<file path="src/rtl/dbi_tx_pkg.sv">
// Shared types and default timing for the DBI Type-B write transmitter.
// FSM states, DCX encodings and the phase-counter sizing helper live here.
package dbi_tx_pkg;

  localparam int unsigned DBI_IF_D_W_DEF  = 8;
  localparam int unsigned WR_LOW_CYC_DEF  = 2;
  localparam int unsigned WR_HIGH_CYC_DEF = 2;
  localparam int unsigned CS_IDLE_CYC_DEF = 16;

  localparam logic DCX_CMD  = 1'b0;
  localparam logic DCX_DATA = 1'b1;

  typedef enum logic [2:0] {
    ST_IDLE,
    ST_SETUP,
    ST_WR_LOW,
    ST_WR_HIGH,
    ST_HOLD
  } dbi_state_e;

  // Largest of the three phase lengths; sizes the shared phase counter.
  function automatic int unsigned max3(input int unsigned a,
                                       input int unsigned b,
                                       input int unsigned c);
    int unsigned m;
    m = a;
    if (b > m) m = b;
    if (c > m) m = c;
    return m;
  endfunction

endpackage

</file>
<file path="src/rtl/dbi_tx_if.sv">
// Byte/command handshake plus DBI pin bundle between the transmitter and its neighbours.
// The slave side is the transmitter; the master side feeds bytes and watches the pins.
interface dbi_tx_if
  import dbi_tx_pkg::*;
#(
  parameter int unsigned DBI_IF_D_W = DBI_IF_D_W_DEF
);

  logic [DBI_IF_D_W-1:0] cmd_data_i;
  logic                  cmd_vld_i;
  logic                  cmd_rdy_o;
  logic [DBI_IF_D_W-1:0] d_data_i;
  logic                  d_vld_i;
  logic                  d_rdy_o;
  logic                  dbi_csx_o;
  logic                  dbi_dcx_o;
  logic                  dbi_wrx_o;
  logic                  dbi_rdx_o;
  logic [DBI_IF_D_W-1:0] dbi_d_o;
  logic                  busy_o;

  modport slave (
    input  cmd_data_i, cmd_vld_i, d_data_i, d_vld_i,
    output cmd_rdy_o, d_rdy_o,
    output dbi_csx_o, dbi_dcx_o, dbi_wrx_o, dbi_rdx_o, dbi_d_o, busy_o
  );

  modport master (
    output cmd_data_i, cmd_vld_i, d_data_i, d_vld_i,
    input  cmd_rdy_o, d_rdy_o,
    input  dbi_csx_o, dbi_dcx_o, dbi_wrx_o, dbi_rdx_o, dbi_d_o, busy_o
  );

endinterface

</file>
<file path="src/rtl/dbi_tx_phy.sv">
// DBI Type-B (8080-style) write-only transmitter: command/data bytes onto CSX/DCX/WRX/D.
// Every dbi_* pin and the ready/busy flags come straight from flops; only d_rdy_o sees cmd_vld_i.
module dbi_tx_phy
  import dbi_tx_pkg::*;
#(
  parameter int unsigned DBI_IF_D_W  = DBI_IF_D_W_DEF,
  parameter int unsigned WR_LOW_CYC  = WR_LOW_CYC_DEF,
  parameter int unsigned WR_HIGH_CYC = WR_HIGH_CYC_DEF,
  parameter int unsigned CS_IDLE_CYC = CS_IDLE_CYC_DEF
) (
  input logic      clk,
  input logic      rst_n,
  dbi_tx_if.slave  bus
);

  localparam int unsigned CNT_W = $clog2(max3(WR_LOW_CYC, WR_HIGH_CYC, CS_IDLE_CYC) + 1);

  localparam logic [CNT_W-1:0] CNT_ONE    = CNT_W'(1);
  localparam logic [CNT_W-1:0] WR_LOW_LD  = CNT_W'(WR_LOW_CYC);
  localparam logic [CNT_W-1:0] WR_HIGH_LD = CNT_W'(WR_HIGH_CYC);
  localparam logic [CNT_W-1:0] CS_IDLE_LD = CNT_W'(CS_IDLE_CYC);

  dbi_state_e             state_q, state_d;
  logic [CNT_W-1:0]       cnt_q, cnt_d;
  logic                   win_q, win_d;
  logic                   csx_q, csx_d;
  logic                   wrx_q, wrx_d;
  logic                   busy_q, busy_d;
  logic                   dcx_q;
  logic [DBI_IF_D_W-1:0]  d_q;

  logic                   acc_cmd;
  logic                   acc_dat;
  logic                   accept;
  logic                   load_dcx;
  logic [DBI_IF_D_W-1:0]  load_byte;

  // Handshake: win_q marks IDLE, HOLD or the final WR_HIGH cycle; commands win over data.
  assign acc_cmd   = win_q & bus.cmd_vld_i;
  assign acc_dat   = win_q & ~bus.cmd_vld_i & bus.d_vld_i;
  assign accept    = acc_cmd | acc_dat;
  assign load_dcx  = acc_cmd ? DCX_CMD : DCX_DATA;
  assign load_byte = acc_cmd ? bus.cmd_data_i : bus.d_data_i;

  // Next state, phase counter and next values of the registered outputs.
  always_comb begin
    state_d = state_q;
    cnt_d   = cnt_q;
    win_d   = 1'b0;
    csx_d   = 1'b1;
    wrx_d   = 1'b1;
    busy_d  = 1'b0;

    case (state_q)
      ST_IDLE: begin
        if (accept) begin
          state_d = ST_SETUP;
          cnt_d   = CNT_ONE;
        end
      end
      ST_SETUP: begin
        state_d = ST_WR_LOW;
        cnt_d   = WR_LOW_LD;
      end
      ST_WR_LOW: begin
        if (cnt_q == CNT_ONE) begin
          state_d = ST_WR_HIGH;
          cnt_d   = WR_HIGH_LD;
        end else begin
          cnt_d = cnt_q - CNT_ONE;
        end
      end
      ST_WR_HIGH: begin
        if (cnt_q == CNT_ONE) begin
          if (accept) begin
            state_d = ST_WR_LOW;
            cnt_d   = WR_LOW_LD;
          end else begin
            state_d = ST_HOLD;
            cnt_d   = CNT_ONE;
          end
        end else begin
          cnt_d = cnt_q - CNT_ONE;
        end
      end
      ST_HOLD: begin
        // A byte arriving on the timeout cycle still wins, so CSX never glitches high.
        if (accept) begin
          state_d = ST_WR_LOW;
          cnt_d   = WR_LOW_LD;
        end else if (cnt_q == CS_IDLE_LD) begin
          state_d = ST_IDLE;
          cnt_d   = '0;
        end else begin
          cnt_d = cnt_q + CNT_ONE;
        end
      end
      default: begin
        state_d = ST_IDLE;
        cnt_d   = '0;
      end
    endcase

    win_d  = (state_d == ST_IDLE) || (state_d == ST_HOLD) ||
             ((state_d == ST_WR_HIGH) && (cnt_d == CNT_ONE));
    csx_d  = (state_d == ST_IDLE);
    wrx_d  = (state_d != ST_WR_LOW);
    busy_d = (state_d != ST_IDLE);
  end

  // State and pin registers; D/DCX change only on an accepted byte.
  always_ff @(posedge clk or negedge rst_n) begin
    if (!rst_n) begin
      state_q <= ST_IDLE;
      cnt_q   <= '0;
      win_q   <= 1'b0;
      csx_q   <= 1'b1;
      wrx_q   <= 1'b1;
      busy_q  <= 1'b0;
      dcx_q   <= DCX_DATA;
      d_q     <= '0;
    end else begin
      state_q <= state_d;
      cnt_q   <= cnt_d;
      win_q   <= win_d;
      csx_q   <= csx_d;
      wrx_q   <= wrx_d;
      busy_q  <= busy_d;
      if (accept) begin
        dcx_q <= load_dcx;
        d_q   <= load_byte;
      end
    end
  end

  assign bus.cmd_rdy_o = win_q;
  assign bus.d_rdy_o   = win_q & ~bus.cmd_vld_i;
  assign bus.dbi_csx_o = csx_q;
  assign bus.dbi_dcx_o = dcx_q;
  assign bus.dbi_wrx_o = wrx_q;
  assign bus.dbi_rdx_o = 1'b1;
  assign bus.dbi_d_o   = d_q;
  assign bus.busy_o    = busy_q;

endmodule
</file>
<file path="src/flat_wrapper.sv">
// flat-port wrapper written by rule: the top's interface ports become plain ports
module dbi_tx_phy_flat import dbi_tx_pkg::*;
#(
  parameter int unsigned DBI_IF_D_W  = DBI_IF_D_W_DEF,
  parameter int unsigned WR_LOW_CYC  = WR_LOW_CYC_DEF,
  parameter int unsigned WR_HIGH_CYC = WR_HIGH_CYC_DEF,
  parameter int unsigned CS_IDLE_CYC = CS_IDLE_CYC_DEF
)
  (clk, rst_n, bus_cmd_data_i, bus_cmd_vld_i, bus_d_data_i, bus_d_vld_i, bus_cmd_rdy_o, bus_d_rdy_o, bus_dbi_csx_o, bus_dbi_dcx_o, bus_dbi_wrx_o, bus_dbi_rdx_o, bus_dbi_d_o, bus_busy_o);
  dbi_tx_if #(.DBI_IF_D_W(DBI_IF_D_W)) bus_i ();
  input logic clk;
  input logic rst_n;
  input wire logic [$bits(bus_i.cmd_data_i)-1:0] bus_cmd_data_i;
  input wire logic [$bits(bus_i.cmd_vld_i)-1:0] bus_cmd_vld_i;
  input wire logic [$bits(bus_i.d_data_i)-1:0] bus_d_data_i;
  input wire logic [$bits(bus_i.d_vld_i)-1:0] bus_d_vld_i;
  output wire logic [$bits(bus_i.cmd_rdy_o)-1:0] bus_cmd_rdy_o;
  output wire logic [$bits(bus_i.d_rdy_o)-1:0] bus_d_rdy_o;
  output wire logic [$bits(bus_i.dbi_csx_o)-1:0] bus_dbi_csx_o;
  output wire logic [$bits(bus_i.dbi_dcx_o)-1:0] bus_dbi_dcx_o;
  output wire logic [$bits(bus_i.dbi_wrx_o)-1:0] bus_dbi_wrx_o;
  output wire logic [$bits(bus_i.dbi_rdx_o)-1:0] bus_dbi_rdx_o;
  output wire logic [$bits(bus_i.dbi_d_o)-1:0] bus_dbi_d_o;
  output wire logic [$bits(bus_i.busy_o)-1:0] bus_busy_o;
  assign bus_i.cmd_data_i = bus_cmd_data_i;
  assign bus_i.cmd_vld_i = bus_cmd_vld_i;
  assign bus_i.d_data_i = bus_d_data_i;
  assign bus_i.d_vld_i = bus_d_vld_i;
  assign bus_cmd_rdy_o = bus_i.cmd_rdy_o;
  assign bus_d_rdy_o = bus_i.d_rdy_o;
  assign bus_dbi_csx_o = bus_i.dbi_csx_o;
  assign bus_dbi_dcx_o = bus_i.dbi_dcx_o;
  assign bus_dbi_wrx_o = bus_i.dbi_wrx_o;
  assign bus_dbi_rdx_o = bus_i.dbi_rdx_o;
  assign bus_dbi_d_o = bus_i.dbi_d_o;
  assign bus_busy_o = bus_i.busy_o;
  dbi_tx_phy #(.DBI_IF_D_W(DBI_IF_D_W), .WR_LOW_CYC(WR_LOW_CYC), .WR_HIGH_CYC(WR_HIGH_CYC), .CS_IDLE_CYC(CS_IDLE_CYC)) u_core (.clk(clk), .rst_n(rst_n), .bus(bus_i));
endmodule
</file>
<file path="config.mk">
export PLATFORM = sky130hd
export DESIGN_NAME = dbi_tx_phy_flat
export DESIGN_NICKNAME = d
export VERILOG_FILES = /design/src/rtl/dbi_tx_pkg.sv /design/src/rtl/dbi_tx_if.sv /design/src/rtl/dbi_tx_phy.sv /design/src/flat_wrapper.sv
export SDC_FILE = /design/constraint.sdc
export NUM_CORES = 1
export LEC_CHECK = 0
export CAP_MARGIN = 20
export CORE_MARGIN = 2
export CORE_UTILIZATION = 34
export DETAILED_ROUTE_END_ITERATION = 10
export PLACE_DENSITY_LB_ADDON = 0.05
export SETUP_SLACK_MARGIN = 0.1
export SLEW_MARGIN = 30
export SYNTH_ARGS = -nofsm -noshare
export SYNTH_HDL_FRONTEND = slang
export SYNTH_SLANG_ARGS = --single-unit
</file>
<file path="constraint.sdc">
create_clock -name clk -period 2.65 [get_ports clk]
set_input_delay 0.265 -clock clk [delete_from_list [all_inputs] [get_ports clk]]
set_output_delay 0.265 -clock clk [all_outputs]
set_load 0.005 [all_outputs]
</file>
==> results of run 1 <==
## layout by cell type (no fill, tap or decap), drive strengths merged, types with 3 or more instances in the layout
master	n
nor3	5
dfrtp	18
a21oi	17
nor2	6
dfstp	3
nand2	7
ha	4
a211oi	4
nor2b	3
nand3	5
clkdlybuf4s50	33
buf	3
inv	7
clkbuf	3
o21ai	8
o22ai	16
a31oi	3
## cells in the mapped netlist, drive strengths merged (3+ instances only)
| cell | instances | area, um^2 |
|---|---|---|
| nand3 | 5 | 25.0 |
| dfrtp | 18 | 450 |
| a21oi | 17 | 85.1 |
| buf | 3 | 30.0 |
| clkbuf | 6 | 22.5 |
| dfstp | 3 | 78.8 |
| ha | 4 | 50.1 |
| nand2 | 7 | 26.3 |
| nor2b | 3 | 18.8 |
| o21ai | 8 | 40.0 |
| a31oi | 3 | 18.8 |
| a211oi | 4 | 30.0 |
| inv | 7 | 26.3 |
| nor2 | 6 | 22.5 |
| o22ai | 16 | 100 |
| nor3 | 5 | 25.0 |
## layer usage
metal | routed length (um) | share of wire | vias to the layer above
met3 | 170 | 0.051 | 6
met1 | 1490 | 0.44 | 590
met2 | 1630 | 0.49 | 32
li1 | - | - | 600
met4 | 59 | 0.018 | 0
met5 | 0 | 0 | -
## where the power goes
part | total, uW | leakage (uW) | internal, uW | switching (uW)
Sequential | 667 | 0.000252 | 472 | 195
Combinational | 869 | 0.000379 | 469 | 400
Clock | 215 | 0.0000255 | 105 | 110
Total | 1750 | 0.000656 | 1050 | 705
## flip-flops by register name, indices dropped and copies added (netlist names)
| signal | flops |
|---|---|
| u_core.bus.cmd_rdy_o | 1 |
| u_core.cnt_q | 5 |
| u_core.bus.busy_o | 1 |
| u_core.state_q | 3 |
| u_core.bus.dbi_d_o | 8 |
| u_core.bus.dbi_csx_o | 1 |
| u_core.bus.dbi_wrx_o | 1 |
| u_core.bus.dbi_dcx_o | 1 |
## logic make-up after synthesis
| kind of cell | synth area share |
|---|---|
| adders and majority gates | 0.0392 |
| AOI/OAI and AO/OA | 0.310 |
| and+or+nand+nor | 0.171 |
| DFF | 0.414 |
| buffers and inverters | 0.0617 |
| other | 0.00294 |
## final timing paths
kind	to	slack [ns]	depth (start not counted)
worst max-delay path	u_core.bus.cmd_rdy_o	0.57	6
worst max register to register	u_core.bus.cmd_rdy_o	0.57	6
max in group asynchronous	u_core.bus.dbi_csx_o	2.03	2
worst min-delay path	u_core.cnt_q[4]	0.34	2
worst min register to register	u_core.bus.dbi_dcx_o	0.53	2
min in group clk	u_core.bus.dbi_dcx_o	0.53	2
## worst max-delay path, stage by stage, from the launching register on
cell and delay [ns]:
sky130_fd_sc_hd__dfrtp_1 0.43, sky130_fd_sc_hd__inv_1 0.13, sky130_fd_sc_hd__ha_1 0.19, sky130_fd_sc_hd__or4b_4 0.53, sky130_fd_sc_hd__a311oi_2 0.27, sky130_fd_sc_hd__o32ai_1 0.15, sky130_fd_sc_hd__o311ai_2 0.28
## per-stage QoR
stage           util  instances  hold WS [ns]  instance area (um^2)
6_report       0.463        220         0.337                  1680
5_1_grt        0.463        220         0.374                  1680
4_1_cts        0.463        220         0.355                  1680
3_5_place_dp   0.451        216         0.520                  1640
3_3_place_gp   0.451        216         0.523                  1640
2_1_floorplan      -        141       -0.0306                  1280
## area by class of cell
type                       instances  area [um^2]
timing repair buffer              36          353
fill                             372         1950
clock buffer                       3         41.3
clock inverter                     1         5.00
sequential                        21          529
tap                               48         60.1
inverter                           7         26.3
multi-input combinational        104          669
==> results.py, run 1 <==
metrics = {
    "synth": {
        "synthesis.area_um2": 1280,
        "synth.lib_cells_used.distinct": 39,
        "synth_seq_cells": 21,
        "post_synth.cell_area_avg_um2": 9.06,
        "netlist_instances": 141,
        "synth.net_count": 165,
        "ys.flop_type": "sky130_fd_sc_hd__dfrtp_1",
        "ys_async_sr_fraction": 1.00,
        "ys.warnings.count": 0,
        "synth-edff-count": 0,
        "synth_sequential_area_ratio": 0.414,
    },
    "setup_path": {
        "worstPathRequired_ns": 2.82,
        "cp-start-kind": "flip-flop",
        "critical_path.reg2reg.startpoint": "u_core.cnt_q[1]",
        "timing.setup.critical_path_class": "flip-flop to flip-flop",
        "cp.arrival_ns": 2.25,
        "critical_path_peak_fanout": 7,
        "crit_start": "u_core.cnt_q[1]",
        "endpoint_kind": "flip-flop",
    },
    "finish": {
        "antenna-diode-count": 0,
        "synthToLayoutAreaGrowth_pct": 31.8,
        "design.final.nets": 197,
        "drive_above_1_share": 0.0814,
    },
    "routing": {
        "first_pass_iters": 4,
        "drt_wl_total_um": 3350,
        "avgRoutedWirePerCell_um": 15.2,
        "dr.first_iter.drc_count": 59,
        "drc": 0,
        "avgViaCountPerCell": 5.58,
        "postRouteAntennaNets": 0,
        "dr_total_vias": 1228,
    },
    "cts": {
        "postCtsHoldBufs": 0,
        "postCtsResizedCells": 0,
        "numCtsBuffers": 3,
        "tritoncts": "built",
        "cts_htree_levels": 1,
        "clkSlewWorstSetupHoldPaths_ns": 0.08,
        "cts_post_setup_buffers_inserted": 0,
        "clockBufferDepth": 2,
        "worst_skew_pair.late_latency_ns": 0.26,
        "clockRootBuffer": "sky130_fd_sc_hd__clkbuf_8",
        "clkSinkCount": 21,
    },
    "grt": {
        "grt_remaining_overflow": 0,
        "grt_max_degree": 22,
        "met3_usage": 0.0257,
        "grt.met2_usage": 0.298,
        "grt_pass1_vias": 1235,
        "global_route.usage.met1": 0.196,
        "track_usage": 0.168,
        "top_usage_layer": "met2",
        "number_of_antenna_violations_at_the_first_check_in_global_routing": 0,
        "global_route_wire_length_before_repair_um": 5560,
    },
    "worst_hold_path": {
        "holdCritPathClass": "input pin to asynchronous set/reset pin",
    },
    "floorplanning": {
        "die_y_um": 65.3,
        "placement_rows": 22,
        "horizontal_die_dimension_um": 65.3,
        "initial_utilization": 0.352,
        "core_um2": 3630,
        "die_area_um2": 4260,
        "ios": 35,
    },
    "sta": {
        "max_slew_headroom": 0.650,
        "unrepaired_setup_endpoints_after_global_routing": "false",
        "max_freq_ghz": 0.480,
        "slew_viol_final": 0,
        "layout_min_cycle_time_ns": 2.08,
        "worst_slew_pin_slew_ns": 0.525,
        "postLayoutSetupSlackWorst_ns": 0.566,
        "final_hold_viol_count": 0,
        "finish_stage_setup_viols": 0,
        "clock-skew-final_ns": 0.00139,
        "tns_ns": 0,
        "period_share": 0.786,
    },
    "place": {
        "dpl_worst_slack_ns": 0.498,
        "post-dp-hpwl_um": 2470,
        "port_buffers": 33,
        "gpl.final_weighted_congestion": 0.859,
    },
    "run_status": {
        "outcome": "completed",
    },
    "power": {
        "peakVddDrop_mv": 0.335,
        "power_density_over_the_cells_nw_per_um2": 1040,
        "total_power_uw": 1750,
        "p_leak_uw": 0.000656,
    },
    "job": {
        "cap_viol_max_count": 0,
    },
}
No activity file was read; power rests on OpenSTA's default activity.
==> run 2: changes to the inputs <==
==> constraint.sdc (replaced) <==
create_clock -name clk -period 1.8 [get_ports clk]
set_input_delay 0.18 -clock clk [delete_from_list [all_inputs] [get_ports clk]]
set_output_delay 0.18 -clock clk [all_outputs]
set_load 0.005 [all_outputs]
==> run 2 against run 1 <==
  * Non-clock buffer count is 32 higher
  * Flip-flop and latch count stayed put
  * Design area is 23% higher
  * Critical endpoint unchanged
  * Critical path depth stayed put
  * Worst setup slack worse by 0.56 ns
  * Critical path type unchanged
==> results.py, run 2 (synthesis results as in run 1) <==
metrics = {
    "sta": {
        "layout_min_cycle_time_ns": 1.80,
        "slew_viol_final": 0,
        "final_hold_viol_count": 0,
        "finish_stage_setup_viols": 0,
        "max_freq_ghz": 0.557,
        "postLayoutSetupSlackWorst_ns": 0.00490,
        "tns_ns": 0,
        "clock-skew-final_ns": 0.00125,
        "period_share": 0.997,
        "holdWs_ns": 0.259,
        "unrepaired_setup_endpoints_after_global_routing": "true",
    },
    "finish": {
        "antenna-diode-count": 0,
        "layout_commonest_cell": "sky130_fd_sc_hd__clkdlybuf4s50_1",
        "postLayoutCellArea_um2": 2070,
        "design.final.nets": 229,
        "commonest_non_fill_non_tap_cells_in_the_layout": "sky130_fd_sc_hd__clkdlybuf4s50_1, sky130_fd_sc_hd__buf_4, sky130_fd_sc_hd__dfrtp_1",
        "largest_register_ff_count": 8,
        "synthToLayoutAreaGrowth_pct": 61.9,
        "core_utilization_of_the_finished_layout": 0.569,
        "drive_above_1_share": 0.338,
    },
    "setup_path": {
        "critical_path_peak_fanout": 4,
        "cp.arrival_ns": 1.96,
        "worst_r2r_path_depth": 6,
        "timing.setup.critical_path_class": "flip-flop to flip-flop",
        "worstPathRequired_ns": 1.97,
        "slowest_cell_delay_on_critical_path_ns": 0.49,
        "path_depth": 6,
        "critical_path.reg2reg.startpoint": "u_core.cnt_q[1]",
        "endpoint_kind": "flip-flop",
        "timing.critical_path.buf_inv": 1,
        "critical_path.reg2reg.endpoint": "u_core.bus.cmd_rdy_o",
        "cp-start-kind": "flip-flop",
        "r2r_setup_slack_ns": 0.005,
        "timing.critical_path.max_delay_family": "compound AO/OA/AOI/OAI gates",
        "worstPathCellList": "inv_2 > ha_4 > or4b_4 > a311oi_2 > o32ai_2 > o311ai_2",
        "crit_start": "u_core.cnt_q[1]",
        "cp-endpoint": "u_core.bus.cmd_rdy_o",
        "worst_path_max_delay_cell": "sky130_fd_sc_hd__or4b_4",
    },
    "cts": {
        "clkSlewWorstSetupHoldPaths_ns": 0.08,
        "worst_skew_pair.late_latency_ns": 0.26,
        "tritoncts": "built",
        "clkSinkCount": 21,
        "clockRootBuffer": "sky130_fd_sc_hd__clkbuf_8",
        "numCtsBuffers": 3,
        "clockBufferDepth": 2,
        "cts_htree_levels": 1,
        "postCtsHoldBufs": 0,
    },
    "power": {
        "power_density_over_the_cells_nw_per_um2": 1560,
        "clockPowerShare": 0.097,
        "seqPwrFrac": 0.282,
        "internal_power_uw": 1930,
        "switching_power_uw": 1300,
        "comb_power_share": 0.621,
        "p_leak_uw": 0.000839,
        "peakVddDrop_mv": 0.798,
        "switching_share": 0.401,
    },
    "routing": {
        "postRouteAntennaNets": 0,
        "first_pass_iters": 4,
        "drt_wl_total_um": 3950,
        "avgRoutedWirePerCell_um": 15.7,
        "avgViaCountPerCell": 5.46,
        "dr.first_iter.drc_count": 79,
        "drc": 0,
        "dr_total_vias": 1377,
    },
    "floorplanning": {
        "horizontal_die_dimension_um": 65.3,
        "core_um2": 3630,
        "die_area_um2": 4260,
        "die_y_um": 65.3,
        "placement_rows": 22,
        "ios": 35,
        "initial_utilization": 0.352,
    },
    "job": {
        "cap_viol_max_count": 0,
    },
    "place": {
        "gpl.final_weighted_congestion": 0.845,
        "port_buffers": 33,
        "placedInstanceArea_um2": 1850,
        "dpl_worst_slack_ns": -0.0591,
        "post-dp-hpwl_um": 2850,
    },
    "grt": {
        "global_route_wire_length_before_repair_um": 6000,
        "grt_remaining_overflow": 0,
        "number_of_antenna_violations_at_the_first_check_in_global_routing": 0,
        "track_usage": 0.182,
        "grt_pass1_vias": 1283,
        "grt_max_degree": 22,
    },
    "run_status": {
        "outcome": "completed",
    },
    "worst_hold_path": {
        "holdCritPathClass": "input pin to asynchronous set/reset pin",
    },
}
-- run 2: worst min path at each step --
stage               slack, ns  cells after the start                    end                  from
detailed placement       0.52                      2   u_core.bus.dbi_dcx_o  u_core.bus.dbi_dcx_o
CTS                      0.27                      2  u_core.bus.dbi_d_o[5]                 rst_n
global route             0.27                      2  u_core.bus.dbi_d_o[5]                 rst_n
floorplan               -0.12                      0      u_core.bus.busy_o                 rst_n
global placement         0.51                      2   u_core.bus.dbi_dcx_o  u_core.bus.dbi_dcx_o
finish                   0.26                      2  u_core.bus.dbi_d_o[5]                 rst_n
-- run 2: what timing repair did --
action                                  in CTS  in global routing
setup buffers                                0                  6
pin swaps                                    0                  9
endpoints found under the setup margin       4                  7
gates resized for setup                      3                 25
cloned                                       0                  0
-- run 2: per-stage QoR --
step	instances	total power [uW]
after floorplan	141	1820
after global placement	242	2590
after detailed placement	242	2600
after CTS	246	2940
after global routing	252	3460
final	252	3230
-- run 2: cell type report --
class / count / area, um^2
Clock inverter: 1 / 5.00
Fill cell: 352 / 1570
Multi-Input combinational cell: 104 / 801
Inverter: 7 / 26.3
Timing Repair Buffer: 68 / 604
Sequential cell: 21 / 531
Clock buffer: 3 / 41.3
Tap cell: 48 / 60.1
-- run 2: power by group through the flow --
stage	combinational, uW	clock (uW)	sequential, uW
3_5_place_dp	1690	0	902
5_1_grt	2170	349	942
2_1_floorplan	960	0	860
3_3_place_gp	1690	0	900
6_report	2010	313	910
4_1_cts	1710	328	896
-- run 2: per-layer routing --
metal	vias up	GRT usage	share of wire
met5	-	0	0
met4	0	0.0391	0.0063
met3	4	0.0360	0.050
met2	42	0.311	0.51
met1	666	0.238	0.44
li1	665	-	-
